--- config.mk ---
export PLATFORM = sky130hd
export DESIGN_NAME = bam_seq
export DESIGN_NICKNAME = d
export VERILOG_FILES = /design/src/rtl/bam_seq.sv
export SDC_FILE = /design/constraint.sdc
export NUM_CORES = 2
export LEC_CHECK = 0
export BUFFER_PORTS_ARGS = -buffer_cell sky130_fd_sc_hd__buf_2
export CAP_MARGIN = 30
export CORE_MARGIN = 3
export CORE_UTILIZATION = 58
export DETAILED_ROUTE_END_ITERATION = 8
export PLACE_DENSITY_LB_ADDON = 0.12
export SYNTH_ARGS = -nofsm -noshare
export SYNTH_HDL_FRONTEND = slang
export SYNTH_SLANG_ARGS = --single-unit
--- constraint.sdc ---
create_clock -name clk -period 3.4 [get_ports clk]
set_input_delay 0.34 -clock clk [delete_from_list [all_inputs] [get_ports clk]]
set_output_delay 0.34 -clock clk [all_outputs]
set_load 0.05 [all_outputs]
--- src/rtl/bam_seq.sv ---
// bam_seq: sequenced register-bank / ALU / data-memory slice with a start/busy/done handshake.
// Optional register write-back is built when BAM_SEQ_WB_EN is defined.
module bam_seq #(
  parameter int WIDTH  = 32,
  parameter int REG_AW = 5,
  parameter int MEM_AW = 5
) (
  input  logic              clk,
  input  logic              rst,
  input  logic              start,
  input  logic [2:0]        op,
  input  logic [REG_AW-1:0] ra1,
  input  logic [REG_AW-1:0] ra2,
  input  logic [REG_AW-1:0] wa,
  input  logic [MEM_AW-1:0] mem_addr,
  input  logic              mem_we,
  input  logic              wb,
  input  logic              ld_en,
  input  logic [REG_AW-1:0] ld_addr,
  input  logic [WIDTH-1:0]  ld_data,
  output logic              busy,
  output logic              done,
  output logic              zf,
  output logic [WIDTH-1:0]  result,
  output logic [WIDTH-1:0]  dout
);

  localparam int NREG = 1 << REG_AW;
  localparam int NMEM = 1 << MEM_AW;

  typedef enum logic [2:0] {IDLE, READ, EXEC, WRITE, DONE} state_t;

  state_t                   state;
  logic                     vld_p0;
  logic [WIDTH-1:0]         regBank [NREG];
  logic [WIDTH-1:0]         memBank [NMEM];

  logic [2:0]               cmdOp;
  logic [REG_AW-1:0]        cmdRa1;
  logic [REG_AW-1:0]        cmdRa2;
  logic [REG_AW-1:0]        cmdWa;
  logic [MEM_AW-1:0]        cmdMemAddr;
  logic                     cmdMemWe;
  logic signed [WIDTH-1:0]  opA_p1;
  logic signed [WIDTH-1:0]  opB_p1;
  logic [WIDTH-1:0]         aluRes_p1;
  logic                     accept;

`ifdef BAM_SEQ_WB_EN
  logic                     cmdWb;
`else
  logic                     unusedWb;
  assign unusedWb = wb;
`endif

  function automatic logic [WIDTH-1:0] aluOp(input logic [2:0] sel,
                                             input logic signed [WIDTH-1:0] a,
                                             input logic signed [WIDTH-1:0] b);
    logic [WIDTH-1:0] r;
    case (sel)
      3'b000:  r = a & b;
      3'b001:  r = a | b;
      3'b010:  r = a + b;
      3'b011:  r = a - b;
      3'b100:  r = {{(WIDTH-1){1'b0}}, (a < b)};
      3'b101:  r = ~(a | b);
      3'b110:  r = a ^ b;
      default: r = a;
    endcase
    return r;
  endfunction

  assign aluRes_p1 = aluOp(cmdOp, opA_p1, opB_p1);

  // A command is captured one edge before READ; the DONE cycle may capture the next one.
  assign accept = start && !vld_p0 && (state == IDLE || state == DONE);

  always_ff @(posedge clk) begin
    if (rst) begin
      state      <= IDLE;
      vld_p0     <= 1'b0;
      busy       <= 1'b0;
      done       <= 1'b0;
      zf         <= 1'b0;
      result     <= '0;
      dout       <= '0;
      cmdOp      <= '0;
      cmdRa1     <= '0;
      cmdRa2     <= '0;
      cmdWa      <= '0;
      cmdMemAddr <= '0;
      cmdMemWe   <= 1'b0;
`ifdef BAM_SEQ_WB_EN
      cmdWb      <= 1'b0;
`endif
      opA_p1     <= '0;
      opB_p1     <= '0;
      for (int i = 0; i < NREG; i++) regBank[i] <= '0;
      for (int i = 0; i < NMEM; i++) memBank[i] <= '0;
    end else begin
      done <= 1'b0;
      // p0: command capture
      if (accept) begin
        cmdOp      <= op;
        cmdRa1     <= ra1;
        cmdRa2     <= ra2;
        cmdWa      <= wa;
        cmdMemAddr <= mem_addr;
        cmdMemWe   <= mem_we;
`ifdef BAM_SEQ_WB_EN
        cmdWb      <= wb;
`endif
        vld_p0     <= 1'b1;
      end
      case (state)
        IDLE: begin
          if (ld_en) regBank[ld_addr] <= ld_data;
          if (vld_p0) begin
            vld_p0 <= 1'b0;
            busy   <= 1'b1;
            state  <= READ;
          end
        end
        // p1: operand latch
        READ: begin
          opA_p1 <= regBank[cmdRa1];
          opB_p1 <= regBank[cmdRa2];
          state  <= EXEC;
        end
        // p2: execute
        EXEC: begin
          result <= aluRes_p1;
          zf     <= (aluRes_p1 == '0);
          state  <= WRITE;
        end
        // p3: store, write-back and memory read with forwarding of the word just stored
        WRITE: begin
          if (cmdMemWe) memBank[cmdMemAddr] <= result;
`ifdef BAM_SEQ_WB_EN
          if (cmdWb) regBank[cmdWa] <= result;
`endif
          dout  <= cmdMemWe ? result : memBank[cmdMemAddr];
          done  <= 1'b1;
          state <= DONE;
        end
        DONE: begin
          busy  <= 1'b0;
          state <= IDLE;
        end
        default: state <= IDLE;
      endcase
    end
  end

endmodule

Word-level counts from Yosys, hierarchy flattened --
Memory sizes are Yosys's and may differ from the RTL's. A register that Yosys moved wholly into a read port is not among the register bits. Cells that the tools add are included.
Word-level totals: output and inout bits 67, logic and storage cells 67, memory bits (writable) 2048, memories kept 2, register bits 58
Cells by class: equal/unequal tests 11, $add $sub $neg 2, order comparisons 1, bitwise logic cells 4, multiplexer cells 25, reduce and logical (&&, ||, !) cells 11
Memory list:
- memBank | words 32, bits a word 32, read ports 1, clocked after memory_dff 1, write ports 32, line 36 | logic [WIDTH-1:0] memBank [NMEM];
- regBank | words 32, bits a word 32, read ports 2, clocked after memory_dff 2, write ports 32, line 35 | logic [WIDTH-1:0] regBank [NREG];
Operators by type and width (count):
- $pmux W32 S7 | 1
- $mux W32 | 2
- $reduce_or A32 Y1 | 2
- $add A32 B32 Y32 | 1
- $and A32 B32 Y32 | 1
- $logic_not A32 Y1 | 1
- $lt A32 B32 Y1 | 1
- $not A32 Y32 | 1
- $or A32 B32 Y32 | 1
- $sub A32 B32 Y32 | 1
- $xor A32 B32 Y32 | 1
- $mux W1 | 17
- $eq A3 B2 Y1 const B | 4
- $eq A3 B3 Y1 const B | 4
- $pmux W3 S4 | 1
- $mux W5 | 2
- $eq A3 B1 Y1 const B | 2
- $logic_not A3 Y1 | 2
- $mux W3 | 1
- $logic_and A1 B1 Y1 | 2
- $ne A2 B2 Y1 const B | 1
- $pmux W1 S2 | 1
- $reduce_and A2 Y1 | 1
- $reduce_bool A2 Y1 | 1
- 2 further kinds | 2

Logic depth before layout (Yosys ltp) --
depth in word-level cells 6, depth in mapped cells 16

Worst setup path after synthesis --
OpenSTA, ideal clock, no wires.
kind register to register, start register opA_p1[0], read port of regBank, end register zf, arrival 3.401 ns, cell stages (with the launch flop) 17, data required time 3.331 ns, clock period less this slack 3.469 ns, setup slack -0.069 ns, setup time 0.069 ns, cells stage by stage dfxtp_1 inv_1 ha_1 inv_1 fa_1 nor2b_1 o221ai_1 a211oi_1 nor4_4 nor3_1 o32a_1 a21oi_1 nand4_1 or4_1 nor4_1 nand4_1 o21ai_1
Between the ends: cells in the longest elaborated chain, start to end 4, elaborated cells between the ends (all ways) 9
RTL lines:
- start, declared | line 44 | logic signed [WIDTH-1:0] opA_p1;
- parallel branches: the longest is 2 deep, another holds $sub A32 B32 Y32
- $pmux W32 S7 * | line 60 | case (sel)
- $logic_not A32 Y1 * | line 133 | zf <= (aluRes_p1 == '0);
- end signal, assigned | line 133
- end, declared | line 23 | output logic zf,
Every way passes the cells marked *. A chain may end at the register's enable or synchronous reset.

Worst setup path after layout --
start register opA_p1[2], read port of regBank, end register zf
Same word-level chain as after synthesis.

==> summary.txt <==
status: complete, but fails checks
failing checks: negative setup slack
Area growth syn-to-layout: 15.0%
vias: 70600
syn_nets: 7870
RSZ-0062 raised after global routing: true
nets@finish: 8307
H-tree depth: 4
Slew Limit Headroom: 0.282
cell area after synthesis: 112000 µm²
Antenna Nets Post-Route: 0
GRT Util Overall: 0.359
final setup violation count: 3
initial core utilization: 0.585
combinational family with the most area after synthesis: multiplexers
Seq/Total Area, Yosys: 0.579
Post-Synthesis Cells: 7699
Yosys cell types: 86
Design Power: 69.1 mW
CP arrival: 4.39 ns
post-synthesis compound-gate area fraction: 0.0423
Mapped Avg Cell Area: 14.5 µm²
Non-Filler Instances: 10800
critical path class: reg -> reg
Detailed Place HPWL: 230000 µm
WL/cell: 32.4 µm
Worst-Margin Slew: 1.08 ns
fin. max-slew vios: 0
number of synthesized register bits: 2202
die boundary width: 445 µm
total detailed-routing wirelength: 351000 µm
power density of the placed cells: 539 nW/µm²
ys async rst share: 0
Max Clock Freq: 281 MHz
Post-Synth Simple-Gate Area: 0.145
min-delay src: op[2]
maxcap violations: 0
RePlAce Congestion: 0.958
DIE HEIGHT: 445 µm
Core ar.: 191000 µm²
IO Count: 133
Cells on Worst Hold Path: 3
pre-CTS setup slack: -0.663 ns
Clk Latency, worst-skew pair: 0.89 ns
XOR/XNOR Fraction of Synth Area: 0.00267
worst endpoint required time: 4.22 ns
Tcrit/Tclk final: 1.05
CTS Sinks: 2202
share of cells above drive strength 1: 0.291
initial antenna violation count: 8
RR Startpoint: opA_p1[2]$_SDFFE_PP0P_
largest net degree at the start of global routing: 129
vias in the first global route: 71400
end of the worst hold path: cmdOp[2]$_SDFFE_PP0P_
setup ws final: -0.164 ns
Syn. warnings: 0
adder-cell area share of the yosys netlist: 0.0119
DRC viols: 0
clk slew on worst S/H paths: 0.07 ns
fill count: 13400
largest area contributor in the netlist: edfxtp_1
top cell type's share of synthesized area: 0.551
Pleak: 45.9 nW
Top FF cell, synth: edfxtp_1
die area: 198000 µm²
Cell Rows: 160
worst hold path class: in -> reg
peak supply drop: 0.488 mV
Post-Place Cells: 10400
FF-to-FF setup slack: -0.16 ns
Max Fanout on Critical Path: 5
Longest Clk Path Bufs: 3
multiplexer share of the synthesized area: 0.190
clk_skew: 0.0671 ns
Hold Vio Cnt, Final: 0
Congestion Overflow GR: 0
Iter 0 DRT Violations: 8462
Post-synth EDFFs: 2048
drt first pass iters: 8
worst reg2reg path depth: 16
first-pass GRT wire length: 506000 µm
CTS tree: built
post-layout min period: 3.56 ns
clk root buf: clkbuf_16
CTS Buf Count: 225
Setup crit end kind: flip-flop
largest cells by area after synthesis: edfxtp_1 (55%), mux4_2 (18%), and2_1 (12%), dfxtp_1 (2.8%), clkbuf_1 (2.1%)
startpoint types: flip-flop
number of port buffers: 126
drt via density: 6.51
reg2reg end: zf$_SDFFE_PP0N_
==> stage by stage <==
| stage | utilization | hold slack (ns) | setup TNS, ns | area [µm²] |
|---|---|---|---|---|
| after global placement | 0.629 | 0.460 | -3.08 | 120000 |
| after floorplan | - | 0.446 | 0 | 112000 |
| final | 0.672 | 0.0726 | -0.290 | 128000 |
| after global routing | 0.672 | 0.00121 | -1.23 | 128000 |
| after CTS | 0.671 | 0.00506 | -0.415 | 128000 |
| after detailed placement | 0.630 | 0.474 | -3.14 | 120000 |
==> state kept, by name (all words and copies together) (netlist names) <==
signal / cells
busy: 1
cmdMemAddr: 5
cmdMemWe: 1
cmdOp: 3
cmdRa1: 5
cmdRa2: 5
done: 1
dout: 32
memBank: 1024
opA_p1: 32
opB_p1: 32
regBank: 1024
result: 32
state: 3
vld_p0: 1
zf: 1
==> worst max-delay path by stage <==
| stage | from | end | slack [ns] |
|---|---|---|---|
| final | opA_p1[2]$_SDFFE_PP0P_ | zf$_SDFFE_PP0N_ | -0.16 |
| after global placement | opA_p1[0]$_SDFFE_PP0P_ | zf$_SDFFE_PP0N_ | -0.73 |
| after CTS | opA_p1[0]$_SDFFE_PP0P_ | zf$_SDFFE_PP0N_ | -0.35 |
| after detailed placement | opA_p1[0]$_SDFFE_PP0P_ | zf$_SDFFE_PP0N_ | -0.66 |
| after floorplan | opA_p1[1]$_SDFFE_PP0P_ | zf$_SDFFE_PP0N_ | 0.04 |
| after global routing | opB_p1[17]$_SDFFE_PP0P_ | zf$_SDFFE_PP0N_ | -0.33 |
==> Yosys cell counts, types with 32 or more instances <==
cell type	number
dfxtp_1	154
mux2i_1	94
nand2_1	141
inv_1	97
ha_1	103
and2_1	2055
nor2_1	364
xnor2_1	33
or2_2	64
a211oi_1	94
mux4_2	896
a22oi_1	103
o21ai_0	74
buf_1	101
nor3_1	32
a21oi_1	230
edfxtp_1	2048
clkbuf_1	636
==> area by class of cell <==
type / instances / area (µm²) / share of cell area
Antenna cell: 3 / 7.51 / 0.0000585
Clock buffer: 297 / 6020 / 0.0470
Clock inverter: 124 / 1120 / 0.00871
Inverter: 102 / 388 / 0.00302
Multi-Input combinational cell: 4635 / 44600 / 0.348
Sequential cell: 2202 / 64600 / 0.504
Tap cell: 2511 / 3140 / 0.0245
Timing Repair Buffer: 970 / 8320 / 0.0649
==> routing by layer <==
layer | GRT usage | up-vias | routed length [µm]
met3 | 0.0553 | 939 | 29600
met5 | 0 | - | 10
li1 | - | 29800 | -
met1 | 0.446 | 36000 | 122000
met4 | 0.212 | 2 | 24800
met2 | 0.601 | 3867 | 175000
==> kinds of logic (layout without fill, tap and decap cells) <==
logic type | Yosys count | after routing
other cells | 0 | 3
mux | 996 | 996
buf+inv | 862 | 1493
fa+ha+maj | 105 | 105
flops | 2202 | 2202
xor+xnor | 34 | 34
compound gates | 711 | 711
simple gates | 2789 | 2789
==> worst max-delay path: stages, from the launching register on <==
cell	delay (ns)
dfxtp_2	0.35
inv_2	0.05
ha_4	0.27
buf_6	0.09
nor2_2	0.04
o41a_1	0.53
o21a_1	0.25
o211ai_1	0.18
o311a_1	0.21
o21ai_2	0.08
a211oi_2	0.23
buf_4	0.15
nand4_1	0.08
or4_4	0.58
nor4_4	0.22
nand4_1	0.13
o21ai_1	0.12
==> cell usage in the layout (no fill, tap or decap), types with 18 or more instances in the layout <==
master / n
and2_1: 2055
edfxtp_1: 2048
mux4_2: 896
buf_4: 717
nor2_1: 294
clkbuf_16: 228
a21oi_1: 216
nand2_1: 140
dfxtp_1: 127
buf_2: 125
a22oi_1: 103
buf_12: 97
ha_1: 95
mux2i_1: 94
inv_1: 90
a211oi_1: 82
or2_2: 64
clkbuf_1: 63
o21ai_0: 61
clkinv_1: 54
nor2_2: 39
clkinv_2: 36
xnor2_1: 33
nor2_4: 32
nor3_1: 26
o21ai_1: 21
dlygate4sd3_1: 21
a221oi_1: 20
nand3_1: 19
o211ai_1: 19
nand4_1: 18
==> power by group <==
group | internal [mW] | switching (mW) | leakage, nW
Clock | 13.6 | 10.6 | 3.47
Combinational | 5.96 | 7.70 | 20.0
Sequential | 30.6 | 0.710 | 22.4
==> timing repair <==
action	CTS	global route
endpoints found under the hold margin	26	0
setup buffers	9	5
endpoints found under the setup margin	11	12
resized for setup	69	69
hold buffers	21	0
pin swaps	36	47
Note: power is estimated with default switching activity, not from simulation.
